`config.mk`:
```
export PLATFORM = sky130hd
export DESIGN_NAME = alu_op_sequencer
export DESIGN_NICKNAME = d
export VERILOG_FILES = /design/src/rtl/alu_seq_pkg.sv /design/src/rtl/alu_seq_prog_mem.sv /design/src/rtl/alu_op_sequencer.sv
export SDC_FILE = /design/constraint.sdc
export NUM_CORES = 1
export LEC_CHECK = 0
export CAP_MARGIN = 10
export CELL_PAD_IN_SITES_DETAIL_PLACEMENT = 2
export CELL_PAD_IN_SITES_GLOBAL_PLACEMENT = 2
export CORE_ASPECT_RATIO = 1.2
export CORE_UTILIZATION = 48
export CTS_BUF_LIST = sky130_fd_sc_hd__clkbuf_16
export CTS_CLUSTER_SIZE = 20
export DETAILED_ROUTE_END_ITERATION = 7
export PLACE_DENSITY = 0.95
export SLEW_MARGIN = 20
export SYNTH_ARGS = -nofsm -noshare
export SYNTH_HDL_FRONTEND = slang
export SYNTH_SLANG_ARGS = --single-unit
```
`constraint.sdc`:
```
create_clock -name clk_i -period 5.65 [get_ports clk_i]
set_clock_uncertainty 0.15 [all_clocks]
set_input_delay 1.13 -clock clk_i [delete_from_list [all_inputs] [get_ports clk_i]]
set_output_delay 1.13 -clock clk_i [all_outputs]
set_load 0.02 [all_outputs]
```
`src/rtl/alu_seq_pkg.sv`:
```
// Shared types and constants for the ALU op sequencer: FSM states and the
// layout of one 24-bit program entry.
package alu_seq_pkg;

  typedef enum logic [1:0] {
    IDLE  = 2'd0,
    ISSUE = 2'd1,
    DRAIN = 2'd2
  } state_e;

  localparam int          ENTRY_W    = 24;
  localparam logic [7:0]  NOP_OPCODE = 8'h00;

  localparam int OPC_HI = 23;
  localparam int OPC_LO = 16;
  localparam int A_HI   = 15;
  localparam int A_LO   = 8;
  localparam int B_HI   = 7;
  localparam int B_LO   = 0;

endpackage

```
`src/rtl/alu_seq_prog_mem.sv`:
```
// Program store: DEPTH x 24 register file, one synchronous write port and
// one asynchronous read port. Contents are deliberately not reset.
module alu_seq_prog_mem
  import alu_seq_pkg::*;
#(
  parameter int DEPTH = 16,
  parameter int AW    = $clog2(DEPTH)
) (
  input  logic               clk_i,
  input  logic               we_i,
  input  logic [AW-1:0]      waddr_i,
  input  logic [ENTRY_W-1:0] wdata_i,
  input  logic [AW-1:0]      raddr_i,
  output logic [ENTRY_W-1:0] rdata_o
);

  logic [ENTRY_W-1:0] mem_q [DEPTH];

  always_ff @(posedge clk_i) begin
    if (we_i) mem_q[waddr_i] <= wdata_i;
  end

  assign rdata_o = mem_q[raddr_i];

endmodule

```
`src/rtl/alu_op_sequencer.sv`:
```
// Issue side for the 8-bit opcode ALU: replays a loaded program one entry per
// clock onto the ALU inputs, then captures the ALU's z output as the result.
module alu_op_sequencer
  import alu_seq_pkg::*;
#(
  parameter  int PROG_DEPTH = 16,
  localparam int AW         = $clog2(PROG_DEPTH)
) (
  input  logic          clk_i,
  input  logic          rst_i,
  input  logic          prog_we_i,
  input  logic [AW-1:0] prog_addr_i,
  input  logic [23:0]   prog_wdata_i,
  input  logic [AW:0]   prog_len_i,
  input  logic          start_i,
  input  logic          abort_i,
  output logic [7:0]    alu_opcode_o,
  output logic [7:0]    alu_a_o,
  output logic [7:0]    alu_b_o,
  input  logic [7:0]    alu_z_i,
  output logic [7:0]    result_o,
  output logic          busy_o,
  output logic          done_o,
  output logic [1:0]    dbg_state_o
);

  localparam logic [AW:0] DEPTH_L = PROG_DEPTH[AW:0];
  localparam logic [AW:0] PC_ONE  = 1;

  state_e             state_q, state_d;
  logic [AW:0]        pc_q, pc_d, len_q, len_d, len_clamped;
  logic [7:0]         opc_q, opc_d, a_q, a_d, b_q, b_d, result_q, result_d;
  logic               busy_q, busy_d, done_q, done_d;
  logic [AW-1:0]      rd_idx;
  logic [ENTRY_W-1:0] rd_entry;
  logic               start_ok, mem_we;

  // Host handshake: start and prog_we are single-cycle strobes honoured only
  // in IDLE; start beats prog_we in the same cycle, and abort beats start.
  assign start_ok    = start_i && !abort_i && (state_q == IDLE);
  assign mem_we      = prog_we_i && !start_i && (state_q == IDLE);
  assign len_clamped = (prog_len_i > DEPTH_L) ? DEPTH_L : prog_len_i;
  assign rd_idx      = (state_q == IDLE) ? '0 : pc_q[AW-1:0];

  alu_seq_prog_mem #(.DEPTH(PROG_DEPTH), .AW(AW)) u_prog_mem (
    .clk_i   (clk_i),
    .we_i    (mem_we),
    .waddr_i (prog_addr_i),
    .wdata_i (prog_wdata_i),
    .raddr_i (rd_idx),
    .rdata_o (rd_entry)
  );

  always_ff @(posedge clk_i) begin
    if (rst_i) state_q <= IDLE;
    else       state_q <= state_d;
  end

  always_comb begin
    state_d = state_q;
    case (state_q)
      IDLE:    if (start_ok && (len_clamped != '0)) state_d = ISSUE;
      ISSUE:   if (abort_i) state_d = IDLE;
               else if (pc_q == len_q) state_d = DRAIN;
      DRAIN:   state_d = IDLE;
      default: state_d = IDLE;
    endcase
  end

  // Outputs fall back to a NOP (all-zero) whenever nothing is being issued.
  always_comb begin
    opc_d    = NOP_OPCODE;
    a_d      = 8'h00;
    b_d      = 8'h00;
    pc_d     = pc_q;
    len_d    = len_q;
    result_d = result_q;
    busy_d   = 1'b0;
    done_d   = 1'b0;
    case (state_q)
      IDLE: begin
        if (start_ok) begin
          if (len_clamped != '0) begin
            len_d  = len_clamped;
            opc_d  = rd_entry[OPC_HI:OPC_LO];
            a_d    = rd_entry[A_HI:A_LO];
            b_d    = rd_entry[B_HI:B_LO];
            pc_d   = PC_ONE;
            busy_d = 1'b1;
          end else begin
            done_d = 1'b1;
          end
        end
      end
      ISSUE: begin
        if (abort_i) begin
          pc_d = '0;
        end else if (pc_q < len_q) begin
          opc_d  = rd_entry[OPC_HI:OPC_LO];
          a_d    = rd_entry[A_HI:A_LO];
          b_d    = rd_entry[B_HI:B_LO];
          pc_d   = pc_q + PC_ONE;
          busy_d = 1'b1;
        end else begin
          busy_d = 1'b1;
        end
      end
      DRAIN: begin
        pc_d = '0;
        if (!abort_i) begin
          result_d = alu_z_i;
          done_d   = 1'b1;
        end
      end
      default: ;
    endcase
  end

  always_ff @(posedge clk_i) begin
    if (rst_i) begin
      pc_q     <= '0;
      len_q    <= '0;
      opc_q    <= NOP_OPCODE;
      a_q      <= 8'h00;
      b_q      <= 8'h00;
      result_q <= 8'h00;
      busy_q   <= 1'b0;
      done_q   <= 1'b0;
    end else begin
      pc_q     <= pc_d;
      len_q    <= len_d;
      opc_q    <= opc_d;
      a_q      <= a_d;
      b_q      <= b_d;
      result_q <= result_d;
      busy_q   <= busy_d;
      done_q   <= done_d;
    end
  end

  assign alu_opcode_o = opc_q;
  assign alu_a_o      = a_q;
  assign alu_b_o      = b_q;
  assign result_o     = result_q;
  assign busy_o       = busy_q;
  assign done_o       = done_q;
  assign dbg_state_o  = state_q;

endmodule
```
==> results of run 1 <==
## through the flow
stage          instances  setup WS [ps]  utilization (%)  power, mW  instance area [um2]
3_3_place_gp        1578           1890             52.6       4.11                18000
3_5_place_dp        1578           1390             52.6       4.17                18000
4_1_cts             1657           1880             56.8       7.13                19400
2_1_floorplan       1088           1700                -       3.94                16800
5_1_grt             1658           1740             56.9       7.26                19500
6_report            1658           1840             56.9       7.10                19500
## worst max-delay path: cells and delay by family (launching register included)
family	cells	cell delay, ps
flip-flops	1	400
adder cells (fa/ha/maj)	1	720
AND/OR/NAND/NOR	3	1460
buffers and inverters	3	720
## final cells by class
type	instances	share of cell area, %
clock buffer	45	5.78
clock inverter	34	1.54
inverter	11	0.212
multi-input combinational	576	20.3
sequential	430	64.0
tap	456	2.93
timing repair buffer	106	5.25
## metal layers
metal  up-vias  part of all wire, %  GRT usage [%]
met4         2                  5.0           17.2
met1      5464                   39           39.1
met2       482                   51           57.9
met5         -                0.019              0
met3       162                  5.2           4.80
li1       4411                    -              -
## power groups by stage
stage | sequential (mW) | combinational, mW | clock (mW)
after global placement | 3.60 | 0.508 | 0
after CTS | 3.54 | 0.589 | 3.00
after global routing | 3.54 | 0.622 | 3.09
after floorplan | 3.59 | 0.355 | 0
final | 3.54 | 0.592 | 2.97
after detailed placement | 3.60 | 0.565 | 0
## sequential cells by signal (all words and copies together) (netlist names)
name              flops
busy_o                1
dbg_state_o           2
alu_opcode_o          8
done_o                1
u_prog_mem.mem_q    384
result_o              8
alu_a_o               8
alu_b_o               8
pc_q                  5
len_q                 5
## final timing paths
| kind | startpoint | endpoint | depth (start not counted) |
|---|---|---|---|
| max | dbg_state_o[1] | u_prog_mem.mem_q[14][9] | 7 |
| max reg2reg | dbg_state_o[1] | u_prog_mem.mem_q[14][9] | 7 |
| min reg2reg | result_o[3] | result_o[3] | 2 |
| min | result_o[3] | result_o[3] | 2 |
## kinds of logic (layout without fill, tap and decap cells)
logic type      count (synthesis)  count (layout)  synth area share (%)
compound gates                252             252                  10.1
simple gates                  217             217                  6.25
mux                            97              97                  6.05
buf+inv                        82             196                  2.54
fa+ha+maj                      10              10                 0.746
flops                         430             430                  74.3
## Yosys cell counts (2+ instances only)
library cell,n
a21oi_1,43
inv_1,11
nor2_2,2
nor2b_1,30
nor2_1,27
nor3_1,55
buf_6,3
nand4_1,3
nand2_1,75
o22a_2,4
dlygate4sd1_1,2
o21a_1,2
ha_1,10
clkbuf_1,23
dfxtp_1,46
mux2_2,25
a211oi_1,25
o22ai_1,70
a311oi_2,4
o21ai_0,50
a311oi_1,19
nand3_1,4
buf_2,25
buf_4,8
edfxtp_1,384
clkbuf_4,2
nor4_1,2
nand2b_1,8
mux2i_1,71
nand3b_1,4
o22a_1,20
buf_1,6
o21ba_2,2
==> flow_metrics.env, run 1 <==
export IMPL_final_cell_mix="edfxtp_1 (384), clkdlybuf4s50_1 (81), nand2_1 (73), mux2i_1 (71), o22ai_1 (70)"
export IMPL_vias_per_cell=6.35
export IMPL_critPathMaxStageDelay_ps=910
export IMPL_synth_area_leaders="edfxtp_1 (69%), dfxtp_1 (5.5%), mux2i_1 (4.2%)"
export IMPL_synthFlopType="edfxtp_1"
export IMPL_ys_ff_latch=430
export IMPL_status="completed"
export IMPL_first_iter_violations=873
export IMPL_cp_max_fo=16
export IMPL_path_cells="inv_1 > ha_1 > nand3b_1 > inv_1 > nand3_1 > nor2_2 > buf_4"
export IMPL_overflow=0
export IMPL_hold_violations=0
export IMPL_regToRegSetupSlack_ps=1840
export IMPL_ys_async_sr_fraction_pct=0
export IMPL_slew_headroom_pct=26.3
export IMPL_required_ps=5710
export IMPL_p_switching_mw=1.67
export IMPL_syn_to_final_growth_pct=16.2
export IMPL_ant_nets=0
export IMPL_final_layout_size_suffix_gt1_share_pct=12.6
export IMPL_synth_top_area_share_pct=68.8
export IMPL_layout_nets=1225
export IMPL_syn_area_um2=16800
export IMPL_drt_total_wl_um=57600
export IMPL_wl_per_cell_um=34.8
export IMPL_antenna_found_initial=1
export IMPL_synth_edf_count=384
export IMPL_min_path_type="register to register"
export IMPL_final_common_cell="edfxtp_1"
export IMPL_maxCapViolations=0
export IMPL_worstMarginPinSlew_ps=1110
export IMPL_powerDensity_nw_per_um2=364
export IMPL_syn_mean_instance_area_um2=15.4
export IMPL_combPwrFrac_pct=8.3
export IMPL_firstDrtPassIters=5
export IMPL_fin_crit_sh_pct=67.4
export IMPL_clockBufferDepth=3
export IMPL_critical_path_startpoint_type="register"
export IMPL_crit_slowest_cell="nor2_2"
export IMPL_irDropWorstVdd_mv=0.289
export IMPL_yosysTopAreaCell="edfxtp_1"
export IMPL_diodes=0
export IMPL_ios=82
export IMPL_clkTransAtPathRegs_ps=60
export IMPL_cpMostUsedCell="inv_1"
export IMPL_clock_sinks=430
export IMPL_tritoncts="done"
export IMPL_fin_hold_ws_ps=322
export IMPL_synth_nets=1144
export IMPL_initial_core_util_pct=48.9
export IMPL_core_um2=34300
export IMPL_grt_pass1_vias=11800
export IMPL_die_x_um=173
export IMPL_dieArea_um2=35700
export IMPL_grt_total_usage_pct=32.8
export IMPL_post_cts_setup_buffers=0
export IMPL_seq_area_frac_synth_pct=74.3
export IMPL_clkLatencyLatePin_ps=570
export IMPL_drc=0
export IMPL_seq_area_um2=12500
export IMPL_grt_pass1_wl_um=83500
export IMPL_h_tree_depth=2
export IMPL_fillers=2955
export IMPL_rsz0062_at_grt="no"
export IMPL_synth_cell_type_count=56
export IMPL_clkPwrFrac_pct=41.8
export IMPL_synthCells=1088
export IMPL_cp_arrival_ps=3870
export IMPL_setup_violations_final=0
export IMPL_yosysWarnings=0
export IMPL_cts_root_buf="clkbuf_16"
export IMPL_multi_input_area_um2=3960
export IMPL_numCtsBuffers=44
export IMPL_fin_tns_setup_ps=0
export IMPL_grt_max_degree=82
export IMPL_timing_fmax_mhz=263
export IMPL_total_leakage_power_nw=6.14
export IMPL_ctsHoldBuffers=0
export IMPL_endpoint_kind="register"
export IMPL_port_buffers=81
export IMPL_place_gp_congestion=0.803
export IMPL_seqPwrFrac_pct=49.9
export IMPL_intPower_mw=5.42
export IMPL_die_h_um=207
export IMPL_maxSlewViolCount=0
export IMPL_period_minus_slack_ps=3810
export IMPL_critPathKind="register to register"
export IMPL_hpwl_um=31300
export IMPL_fp_row_count=74
export IMPL_sw_frac_of_total_pct=23.6
export IMPL_cts_resized=0
export IMPL_vias=10500
No activity file was read; power rests on OpenSTA's default activity.
==> run 2, diff against run 1 <==
--- a/config.mk
+++ b/config.mk
@@ -9,11 +9,11 @@
 export CELL_PAD_IN_SITES_DETAIL_PLACEMENT = 2
 export CELL_PAD_IN_SITES_GLOBAL_PLACEMENT = 2
 export CORE_ASPECT_RATIO = 1.2
-export CORE_UTILIZATION = 48
+export CORE_UTILIZATION = 44
 export CTS_BUF_LIST = sky130_fd_sc_hd__clkbuf_16
 export CTS_CLUSTER_SIZE = 20
 export DETAILED_ROUTE_END_ITERATION = 7
-export PLACE_DENSITY = 0.95
+export PLACE_DENSITY = 0.89
 export SLEW_MARGIN = 20
 export SYNTH_ARGS = -nofsm -noshare
 export SYNTH_HDL_FRONTEND = slang
==> constraint.sdc (replaced) <==
create_clock -name clk_i -period 3.7 [get_ports clk_i]
set_clock_uncertainty 0.15 [all_clocks]
set_input_delay 0.74 -clock clk_i [delete_from_list [all_inputs] [get_ports clk_i]]
set_output_delay 0.74 -clock clk_i [all_outputs]
set_load 0.02 [all_outputs]
==> run 2 against run 1 <==
Flip-flop and latch count unchanged. Non-clock buffer count increased by 14. Register-to-register slack worse by 1400 ps. Critical path depth grew 1. Critical path type unchanged. Largest power group unchanged.
==> flow_metrics.env, run 2 (synthesis gave the netlist of run 1 again) <==
export IMPL_place_gp_congestion=0.766
export IMPL_r2r_end="alu_opcode_o[4]"
export IMPL_ios=82
export IMPL_vias=10500
export IMPL_grt_pass1_vias=11700
export IMPL_maxCapViolations=0
export IMPL_status="completed"
export IMPL_p_switching_mw=2.54
export IMPL_largest_reg_flops=384
export IMPL_period_minus_slack_ps=3250
export IMPL_critical_path_startpoint_type="register"
export IMPL_powerDensity_nw_per_um2=550
export IMPL_hold_violations=0
export IMPL_syn_to_final_growth_pct=16.8
export IMPL_cp_arrival_ps=3480
export IMPL_setup_violations_final=0
export IMPL_dieArea_um2=38900
export IMPL_wl_per_cell_um=32.2
export IMPL_core_um2=37200
export IMPL_dp_cells=1611
export IMPL_slew_headroom_pct=20.4
export IMPL_clkLatencyLatePin_ps=550
export IMPL_holdCritStartpoint="result_o[3]"
export IMPL_sw_frac_of_total_pct=23.6
export IMPL_cts_resized=0
export IMPL_fin_crit_sh_pct=87.9
export IMPL_total_leakage_power_nw=6.22
export IMPL_clkPwrFrac_pct=41.6
export IMPL_final_common_cell="edfxtp_1"
export IMPL_whs_path_depth=2
export IMPL_worstReg2RegStart="dbg_state_o[0]"
export IMPL_regMostFlops="u_prog_mem.mem_q"
export IMPL_fin_tns_setup_ps=0
export IMPL_endpoint_kind="register"
export IMPL_grt_pass1_wl_um=80600
export IMPL_fillers=3322
export IMPL_intPower_mw=8.23
export IMPL_seqPwrFrac_pct=49.9
export IMPL_fp_row_count=77
export IMPL_multi_input_area_um2=3960
export IMPL_rsz0062_at_grt="no"
export IMPL_cp_max_fo=23
export IMPL_final_cell_mix="edfxtp_1 (384), clkdlybuf4s50_1 (81), nand2_1 (75), mux2i_1 (71), o22ai_1 (70)"
export IMPL_firstDrtPassIters=5
export IMPL_diodes=0
export IMPL_maxSlewViolCount=0
export IMPL_drt_total_wl_um=54500
export IMPL_initial_core_util_pct=45.1
export IMPL_layout_nets=1239
export IMPL_grt_total_usage_pct=28.4
export IMPL_required_ps=3930
export IMPL_hpwl_um=30000
export IMPL_timing_fmax_mhz=307
export IMPL_post_cts_setup_buffers=0
export IMPL_die_x_um=180
export IMPL_ctsHoldBuffers=0
export IMPL_r2r_cells=8
export IMPL_irDropWorstVdd_mv=0.404
export IMPL_regToRegSetupSlack_ps=450
export IMPL_seq_area_um2=12500
export IMPL_combPwrFrac_pct=8.5
export IMPL_grt_max_degree=68
export IMPL_numCtsBuffers=44
export IMPL_final_layout_size_suffix_gt1_share_pct=13.9
export IMPL_worstMarginPinSlew_ps=1190
export IMPL_vias_per_cell=6.23
export IMPL_port_buffers=81
export IMPL_final_util_pct=52.7
export IMPL_overflow=0
export IMPL_drc=0
export IMPL_holdPathEnd="result_o[3]"
export IMPL_h_tree_depth=2
export IMPL_antenna_found_initial=1
export IMPL_clock_sinks=430
export IMPL_first_iter_violations=791
export IMPL_final_cells=1691
export IMPL_clkTransAtPathRegs_ps=70
export IMPL_die_h_um=216
export IMPL_critPathKind="register to register"
export IMPL_ant_nets=0
export IMPL_tritoncts="done"
export IMPL_cts_root_buf="clkbuf_16"
export IMPL_min_path_type="register to register"
export IMPL_clockBufferDepth=3
-- run 2: power groups by stage --
stage	Sequential, mW	Combinational [mW]	Clock [mW]
floorplan	5.48	0.542	0
global placement	5.46	0.822	0
detailed placement	5.47	0.894	0
CTS	5.37	0.918	4.55
global route	5.37	0.968	4.68
finish	5.37	0.917	4.48
-- run 2: worst max-delay path, stage by stage (launching register included) --
cell and delay [ps]:
dfxtp_1 400, inv_1 100, ha_1 310, buf_4 220, or3b_1 850, o22ai_1 400
nor3_1 70, nor3_1 430, a311oi_1 150
-- run 2: cell type report --
cell class / instances / share of cell area (%)
sequential: 430 / 63.6
timing repair buffer: 120 / 5.70
multi-input combinational: 576 / 20.2
clock inverter: 35 / 1.49
inverter: 11 / 0.211
clock buffer: 45 / 5.75
tap: 474 / 3.03
-- run 2: how the worst max path moves through the flow --
stage	from	end	slack [ps]	depth (start not counted)
2_1_floorplan	dbg_state_o[0]	u_prog_mem.mem_q[0][0]	10	6
3_3_place_gp	prog_len_i[1]	alu_a_o[2]	680	7
3_5_place_dp	prog_len_i[1]	alu_opcode_o[0]	590	7
4_1_cts	dbg_state_o[0]	alu_opcode_o[4]	460	8
5_1_grt	dbg_state_o[0]	alu_opcode_o[4]	350	8
6_report	dbg_state_o[0]	alu_opcode_o[4]	450	8
-- run 2: through the flow --
stage	hold slack, ps	setup WS (ps)	total power, mW	instance area [um2]
6_report	314	446	10.8	19600
5_1_grt	343	354	11.0	19600
4_1_cts	319	464	10.8	19600
3_5_place_dp	310	588	6.36	18200
3_3_place_gp	295	678	6.28	18200
2_1_floorplan	282	10.9	6.02	16800
-- run 2: routing by layer --
metal  track usage [%]  up-vias  part of all wire, %
li1                  -     4434                    -
met1              35.6     5532                   41
met2              49.5      438                   51
met3              3.78      137                  4.7
met4              11.9        2                  4.2
met5                 0        -                0.024
